===== src/rtl/rtc_pkg.sv =====
// Shared widths and constants for the PTP real-time clock.
// The accumulator carries 30 integer ns bits above a 32-bit fraction.
package rtc_pkg;
    localparam int NS_W     = 38;
    localparam int SEC_W    = 48;
    localparam int PERIOD_W = 40;
    localparam int ADJ_W    = 32;
    localparam int ACC_W    = 62;
    localparam logic [NS_W-1:0] NS_1E9 = 38'h3B9ACA0000;

    // The period's integer part is non-negative, so it simply zero-extends.
    function automatic logic [ACC_W-1:0] widen_inc(input logic [PERIOD_W-1:0] p);
        return {{(ACC_W-PERIOD_W){1'b0}}, p};
    endfunction
endpackage


===== src/rtl/rtc_adj_ctl.sv =====
// Temporary period adjustment: a delta applied for a loaded number of cycles.
// A new load always replaces a running adjustment; a count of zero cancels it.
module rtc_adj_ctl
    import rtc_pkg::*;
#(
    parameter int CNT_W = ADJ_W
) (
    input  logic                clk,
    input  logic                rst,
    input  logic                clr,
    input  logic                ld,
    input  logic [CNT_W-1:0]    ld_cnt,
    input  logic [PERIOD_W-1:0] ld_delta,
    output logic                busy,
    output logic [PERIOD_W-1:0] delta_sel
);
    logic [CNT_W-1:0]    cnt_reg;
    logic [PERIOD_W-1:0] delta_reg;

    always_ff @(posedge clk or negedge rst) begin
        if (!rst) begin
            cnt_reg   <= '0;
            delta_reg <= '0;
        end else begin
            if (ld) begin
                cnt_reg   <= ld_cnt;
                delta_reg <= ld_delta;
            end else if (clr) begin
                cnt_reg <= '0;
            end else if (cnt_reg != '0) begin
                cnt_reg <= cnt_reg - CNT_W'(1);
            end
        end
    end

    assign busy      = (cnt_reg != '0);
    assign delta_sel = busy ? delta_reg : '0;
endmodule


===== src/rtl/rtc_core.sv =====
// Free-running PTP time-of-day counter (48-bit seconds + 30.8 ns) with 1PPS.
// Time stays frozen after reset until the first period load arrives.
module rtc_core
    import rtc_pkg::*;
#(
    parameter int NS_FRAC_INT = 32,
    parameter int ADJ_CNT_W   = 32
) (
    input  logic                 clk,
    input  logic                 rst,
    input  logic                 rtc_rst_in,
    input  logic                 time_ld_in,
    input  logic [NS_W-1:0]      time_reg_ns_in,
    input  logic [SEC_W-1:0]     time_reg_sec_in,
    input  logic                 period_ld_in,
    input  logic [PERIOD_W-1:0]  period_in,
    input  logic [NS_W-1:0]      time_acc_modulo_in,
    input  logic                 adj_ld_in,
    input  logic [ADJ_CNT_W-1:0] adj_ld_data_in,
    input  logic [PERIOD_W-1:0]  period_adj_in,
    output logic [NS_W-1:0]      time_reg_ns_out,
    output logic [SEC_W-1:0]     time_reg_sec_out,
    output logic                 pps_out,
    output logic                 adj_busy_out
);
    localparam int NS_LSB = NS_FRAC_INT - 8;

    logic [PERIOD_W-1:0] period_reg;
    logic [NS_W-1:0]     modulo_reg;
    logic                run_reg;
    logic [ACC_W-1:0]    acc_reg, acc_next;
    logic [SEC_W-1:0]    sec_reg, sec_next;
    logic                pps_reg, pps_next;

    logic [PERIOD_W-1:0] adj_delta;
    logic [PERIOD_W-1:0] inc;
    logic [ACC_W-1:0]    sum;
    logic                roll;

    rtc_adj_ctl #(.CNT_W(ADJ_CNT_W)) u_adj (
        .clk       (clk),
        .rst       (rst),
        .clr       (rtc_rst_in),
        .ld        (adj_ld_in),
        .ld_cnt    (adj_ld_data_in),
        .ld_delta  (period_adj_in),
        .busy      (adj_busy_out),
        .delta_sel (adj_delta)
    );

    // Two's-complement delta wraps within the period width before widening.
    assign inc  = period_reg + adj_delta;
    assign sum  = acc_reg + widen_inc(inc);
    assign roll = (sum[NS_LSB +: NS_W] >= modulo_reg);

    always_comb begin
        acc_next = acc_reg;
        sec_next = sec_reg;
        pps_next = 1'b0;
        if (rtc_rst_in) begin
            acc_next = '0;
            sec_next = '0;
        end else if (time_ld_in) begin
            acc_next = {time_reg_ns_in, {NS_LSB{1'b0}}};
            sec_next = time_reg_sec_in;
        end else if (run_reg) begin
            if (roll) begin
                acc_next = sum - {modulo_reg, {NS_LSB{1'b0}}};
                sec_next = sec_reg + SEC_W'(1);
                pps_next = 1'b1;
            end else begin
                acc_next = sum;
            end
        end
    end

    always_ff @(posedge clk or negedge rst) begin
        if (!rst) begin
            period_reg <= '0;
            modulo_reg <= '0;
            run_reg    <= 1'b0;
            acc_reg    <= '0;
            sec_reg    <= '0;
            pps_reg    <= 1'b0;
        end else begin
            acc_reg <= acc_next;
            sec_reg <= sec_next;
            pps_reg <= pps_next;
            if (period_ld_in) begin
                period_reg <= period_in;
                modulo_reg <= time_acc_modulo_in;
                run_reg    <= 1'b1;
            end
        end
    end

    assign time_reg_ns_out  = acc_reg[NS_LSB +: NS_W];
    assign time_reg_sec_out = sec_reg;
    assign pps_out          = pps_reg;
endmodule


===== config.mk =====
export PLATFORM = sky130hd
export DESIGN_NAME = rtc_core
export DESIGN_NICKNAME = d
export VERILOG_FILES = /design/src/rtl/rtc_pkg.sv /design/src/rtl/rtc_adj_ctl.sv /design/src/rtl/rtc_core.sv
export SDC_FILE = /design/constraint.sdc
export NUM_CORES = 1
export LEC_CHECK = 0
export CAP_MARGIN = 15
export CORE_MARGIN = 8
export CORE_UTILIZATION = 55
export CTS_CLUSTER_SIZE = 8
export DETAILED_ROUTE_END_ITERATION = 6
export PLACE_DENSITY = 0.82
export SLEW_MARGIN = 40
export SYNTH_ARGS = -nofsm -noshare
export SYNTH_HDL_FRONTEND = slang
export SYNTH_SLANG_ARGS = --single-unit

===== constraint.sdc =====
create_clock -name clk -period 11.3 [get_ports clk]
set_input_delay 1.695 -clock clk [delete_from_list [all_inputs] [get_ports clk]]
set_output_delay 1.695 -clock clk [all_outputs]
set_load 0.01 [all_outputs]

==> results.toml, run 1 <==
[setup_path]
crit_path_end_kind = "flop"
arrival_ps = 11160
cpMaxStageDelayCell = "or4_1"
path_class = "flop to flop"
start_kind = "flop"
crit_top_cell = "nand2_1"
cp.required_ps = 11740
slowest_delay_ps = 610
cp_max_fo = 44

[synth]
syn-num-nets = 2695
syn_avg_cell_area_sq_um = 8.44
ys_warn_count = 0
synth-compound-area-share_pct = 20.9
yosysMostFrequentCell = "dfrtp_1"
synthTopCellsByArea = "dfrtp_1 (33%), ha_1 (7.9%), a21oi_1 (5.5%), nand2_1 (5.0%), xnor2_1 (4.6%)"
ys_seq_elements = 262
synthSimpleGateAreaFrac_pct = 19.1
netlist.area_leader.share_pct = 33.4
synth_enable_flop_cells = 0
synth_cells = 2326
ys_top_cells_by_count = "dfrtp_1 (262), nand2_1 (259), a21oi_1 (217)"
synth.cell_area_sq_um = 19600
ys_types = 84
synthMuxAreaShare_pct = 5.66
synth_adder_area_share_pct = 8.21
async_reset_ff_share_pct = 100
synthFlopType = "dfrtp_1"
synth_xor_area_share_pct = 7.41
yosysSeqAreaShare_pct = 33.4
yosysTopAreaCell = "dfrtp_1"
synth_top_family_by_area = "compound AO/OA/AOI/OAI gates"

[cells_and_area]
num-nets-final = 2945
areaGrowthSynthToFinish_pct = 22.9
drive_above_1_share_pct = 7.55
final_util_pct = 68.2
largest_reg_flops = 62
antenna_cells = 0

[drt]
postRouteAntennaNets = 0
first_pass_iters = 7
vias = 18900
drt_iter0_markers = 1374
drc = 1
viasPerCell = 6.20
wl_um = 65400
routedWlPerCell_um = 21.5

[floorplanning]
dieArea_sq_um = 42000
start_util_pct = 55.5
fp-row-count = 69
dieWidth_um = 205
die_h_um = 205
ioPinCount = 330
core-area_sq_um = 35400

[sta]
slew_headroom_pct = 47.0
tightestPinTransition_ps = 795
final_hold_viol_count = 0
max_freq_mhz = 93.3
whs_ps = 494
finalCritPeriodShare_pct = 94.9
skew_ps = 23.5
report.final.slew_viol_count = 0
timing.final.crit_period_ps = 10720
finalWorstSetupSlack_ps = 578
setup_viol = 0

[clock_network]
htree_levels = 2
cts-root-buf = "clkbuf_16"
clkLatencyLatePin_ps = 550
cts_buffers = 39
clockBufferDepth = 3
clk_pin_slew_worst_paths_ps = 50
cts_tree = "done"
clkSinkCount = 262

[pwr]
power.leakage_nw = 10.5
ir_worst_vdd_mv = 0.154
finalPower_w = 0.00541
p_per_area_nw_per_um2 = 224

[global_routing]
track_usage_pct = 30.2
antenna_found_initial = 1
busiest_layer = "met2"
grt_pass1_vias = 19000
gr-total-overflow = 0
use_met3_pct = 5.44
grt_max_degree = 147
grtUsageMet2_pct = 49.7
met1_usage_pct = 37.9
grt_pass1_wl_um = 102000

[placement]
port_buffers = 329
dp_hpwl_um = 49500
routabilityCongestion = 1.02
dpl_worst_slack_ps = 195

[outcome]
status = "complete, but fails checks"
violations = "design-rule violations"

[worst_hold_path]
hold_class = "flop to flop"

[flow_run]
drv_cap = 0
## worst paths after layout
check / cells past startpoint / startpoint / endpoint / slack (ps)
worst max-delay path: 36 / u_adj.cnt_reg[21] / acc_reg[49] / 580
worst min-delay path: 1 / u_adj.delta_reg[18] / u_adj.delta_reg[18] / 490
worst max register to register: 36 / u_adj.cnt_reg[21] / acc_reg[49] / 580
worst min register to register: 1 / u_adj.delta_reg[18] / u_adj.delta_reg[18] / 490
max in group asynchronous: 3 / rst / u_adj.cnt_reg[1] / 9060
min in group asynchronous: 1 / rst / modulo_reg[35] / 1040
## power by group
part | leakage [nW] | internal (W) | switching [W] | total, W
combinational | 6.66 | 0.00127 | 0.00189 | 0.00316
clock | 0.515 | 0.000639 | 0.000418 | 0.00106
sequential | 3.28 | 0.00106 | 0.000130 | 0.00119
## cells in the final DEF (no fill, tap or decap), types with 46 or more instances in the layout
cell and n:
a21o_1 46, a21oi_1 215, clkdlybuf4s50_1 324, dfrtp_1 261, ha_1 124, inv_1 92
mux2_2 80, nand2_1 258, nand3_1 65, nor2_1 181, nor3_1 49, o21ai_0 173
xnor2_1 104, xor2_1 62
## final cells by class
| type | count | area [sq um] |
|---|---|---|
| multi-input combinational | 1827 | 12100 |
| fill | 2894 | 11300 |
| sequential | 262 | 6560 |
| timing repair buffer | 353 | 3520 |
| clock buffer | 46 | 1040 |
| tap | 461 | 577 |
| inverter | 93 | 349 |
| clock inverter | 1 | 8.76 |
## repair_timing
action	4_1_cts	5_1_grt
gates resized for setup	0	7
buffers inserted	0	0
setup endpoints to repair	0	79
hold endpoints to repair	0	0
hold buffers	0	0
## per-stage QoR
stage                     std cells  cell area (sq um)  TNS (ps)
after floorplan                2326              19600         0
after global placement         2994              23000         0
after CTS                      3042              24100         0
after detailed placement       2995              23000         0
final                          3043              24100         0
after global routing           3043              24100     -24.6
## critical path: cells and delay by family, from the launching register on
family / cells / cell delay [ps]
AO/OA/AOI/OAI: 13 / 3400
XOR/XNOR: 2 / 310
adder cells (fa/ha/maj): 3 / 1200
buffers and inverters: 1 / 280
flip-flops: 1 / 410
AND/OR/NAND/NOR: 17 / 5010
## layer usage
layer	vias to the layer above	routed length (um)
met4	2	3080
met1	9085	26900
li1	8797	-
met2	799	30700
met5	-	11
met3	175	4760
## cell families after synthesis
family | count (synthesis)
AOI/OAI and AO/OA | 650
xor gates and xnor gates | 166
adders and majority gates | 127
buffers and inverters | 237
DFF | 262
muxes | 101
and+or+nand+nor | 783
Power figures use the tool's default switching activity.
==> run 2: changes to the inputs <==
--- a/config.mk
+++ b/config.mk
@@ -6,10 +6,11 @@
 export NUM_CORES = 1
 export LEC_CHECK = 0
 export CAP_MARGIN = 15
-export CORE_MARGIN = 8
+export CORE_MARGIN = 1.5
 export CORE_UTILIZATION = 55
 export CTS_CLUSTER_SIZE = 8
 export DETAILED_ROUTE_END_ITERATION = 6
+export GPL_ROUTABILITY_DRIVEN = 0
 export PLACE_DENSITY = 0.82
 export SLEW_MARGIN = 40
 export SYNTH_ARGS = -nofsm -noshare
==> results.toml, run 2 (synthesis gave the netlist of run 1 again) <==
[outcome]
status = "finished clean"

[drt]
drt_iter0_markers = 1766
wl_um = 61000
postRouteAntennaNets = 0
viasPerCell = 6.31
vias = 19200
first_pass_iters = 6
drc = 0
routedWlPerCell_um = 20.1

[cells_and_area]
drive_above_1_share_pct = 7.64
areaGrowthSynthToFinish_pct = 22.9
largest_reg_flops = 62
stdcell_area_sq_um = 24100
final_cell_mix = "clkdlybuf4s50_1 (324), dfrtp_1 (261), nand2_1 (258)"
final_common_cell = "clkdlybuf4s50_1"
num-nets-final = 2941

[setup_path]
critPathTopFamily = "simple AND/OR/NAND/NOR gates"
path_class = "flop to flop"
start_kind = "flop"
cp.depth = 35
cp.required_ps = 11780
arrival_ps = 11050
crit_path_end_kind = "flop"
slowest_delay_ps = 720
crit_buf_inv = 1
crit_top_cell = "ha_1"
cpMaxStageDelayCell = "nor2_1"
cp_max_fo = 44
reg2reg_depth = 35

[sta]
report.final.slew_viol_count = 0
finalWorstSetupSlack_ps = 734
finalCritPeriodShare_pct = 93.5
tns_ps = 0
timing.final.crit_period_ps = 10570
max_freq_mhz = 94.6
tightestPinTransition_ps = 888
setup_viol = 0
rsz0062_at_grt = "no"
slew_headroom_pct = 40.6
final_hold_viol_count = 0
skew_ps = 13.9

[clock_network]
cts_tree = "done"
cts-root-buf = "clkbuf_16"
clkLatencyLatePin_ps = 540
clk_pin_slew_worst_paths_ps = 50
clkSinkCount = 262
htree_levels = 2
clockBufferDepth = 3
cts_buffers = 39
postCtsHoldBufs = 0

[floorplanning]
die_h_um = 192
ioPinCount = 330
fp-row-count = 69
start_util_pct = 55.5
dieArea_sq_um = 36800
core-area_sq_um = 35400
dieWidth_um = 192

[placement]
dp_hpwl_um = 45200
place_area_sq_um = 23000
dpl_worst_slack_ps = 199
port_buffers = 329

[global_routing]
grt_max_degree = 75
grt_pass1_vias = 18500
track_usage_pct = 33.0
antenna_found_initial = 1
gr-total-overflow = 0
grt_pass1_wl_um = 96500

[pwr]
p_per_area_nw_per_um2 = 223
finalPower_w = 0.00539
ir_worst_vdd_mv = 0.170
power.leakage_nw = 10.4

[worst_hold_path]
hold_class = "flop to flop"
min_path_cells = 1

[flow_run]
drv_cap = 0
run 2: final timing paths:
check                                    start             endpoint  slack (ps)
max                          u_adj.cnt_reg[21]          acc_reg[56]         730
min                        u_adj.delta_reg[34]  u_adj.delta_reg[34]         490
max reg2reg                  u_adj.cnt_reg[21]          acc_reg[56]         730
min reg2reg                u_adj.delta_reg[34]  u_adj.delta_reg[34]         490
max in group asynchronous                  rst       period_reg[38]        8790
min in group asynchronous                  rst       modulo_reg[28]        1060
run 2: layout make-up:
class                           count  area (sq um)
Clock buffer                       45          1050
Tap cell                          461           577
Timing Repair Buffer              349          3470
Antenna cell                        2          5.00
Sequential cell                   262          6560
Clock inverter                      3          26.3
Fill cell                        2860         11300
Multi-Input combinational cell   1827         12100
Inverter                           93           349
run 2: layer usage:
layer	track usage, %	vias up	part of all wire [%]
met5	0	-	0
met4	18.0	0	5.9
met3	7.35	267	9.7
met2	52.8	1091	46
met1	41.4	9033	39
li1	-	8804	-
run 2: report_power, final:
group | switching [W] | total [W] | internal, W
logic | 0.00186 | 0.00313 | 0.00126
registers | 0.000126 | 0.00119 | 0.00106
clock network | 0.000426 | 0.00107 | 0.000645
run 2: stage by stage:
step | utilization (%) | hold slack (ps) | instances
after global placement | 64.8 | 485 | 2990
final | 68.1 | 494 | 3042
after global routing | 68.1 | 512 | 3040
after CTS | 68.0 | 498 | 3040
after floorplan | - | 472 | 2326
after detailed placement | 65.0 | 487 | 2992
run 2: what timing repair did:
action	CTS	global route
resized for setup	0	11
buffers inserted	0	0
setup endpoints to repair	0	80
hold endpoints to repair	0	0
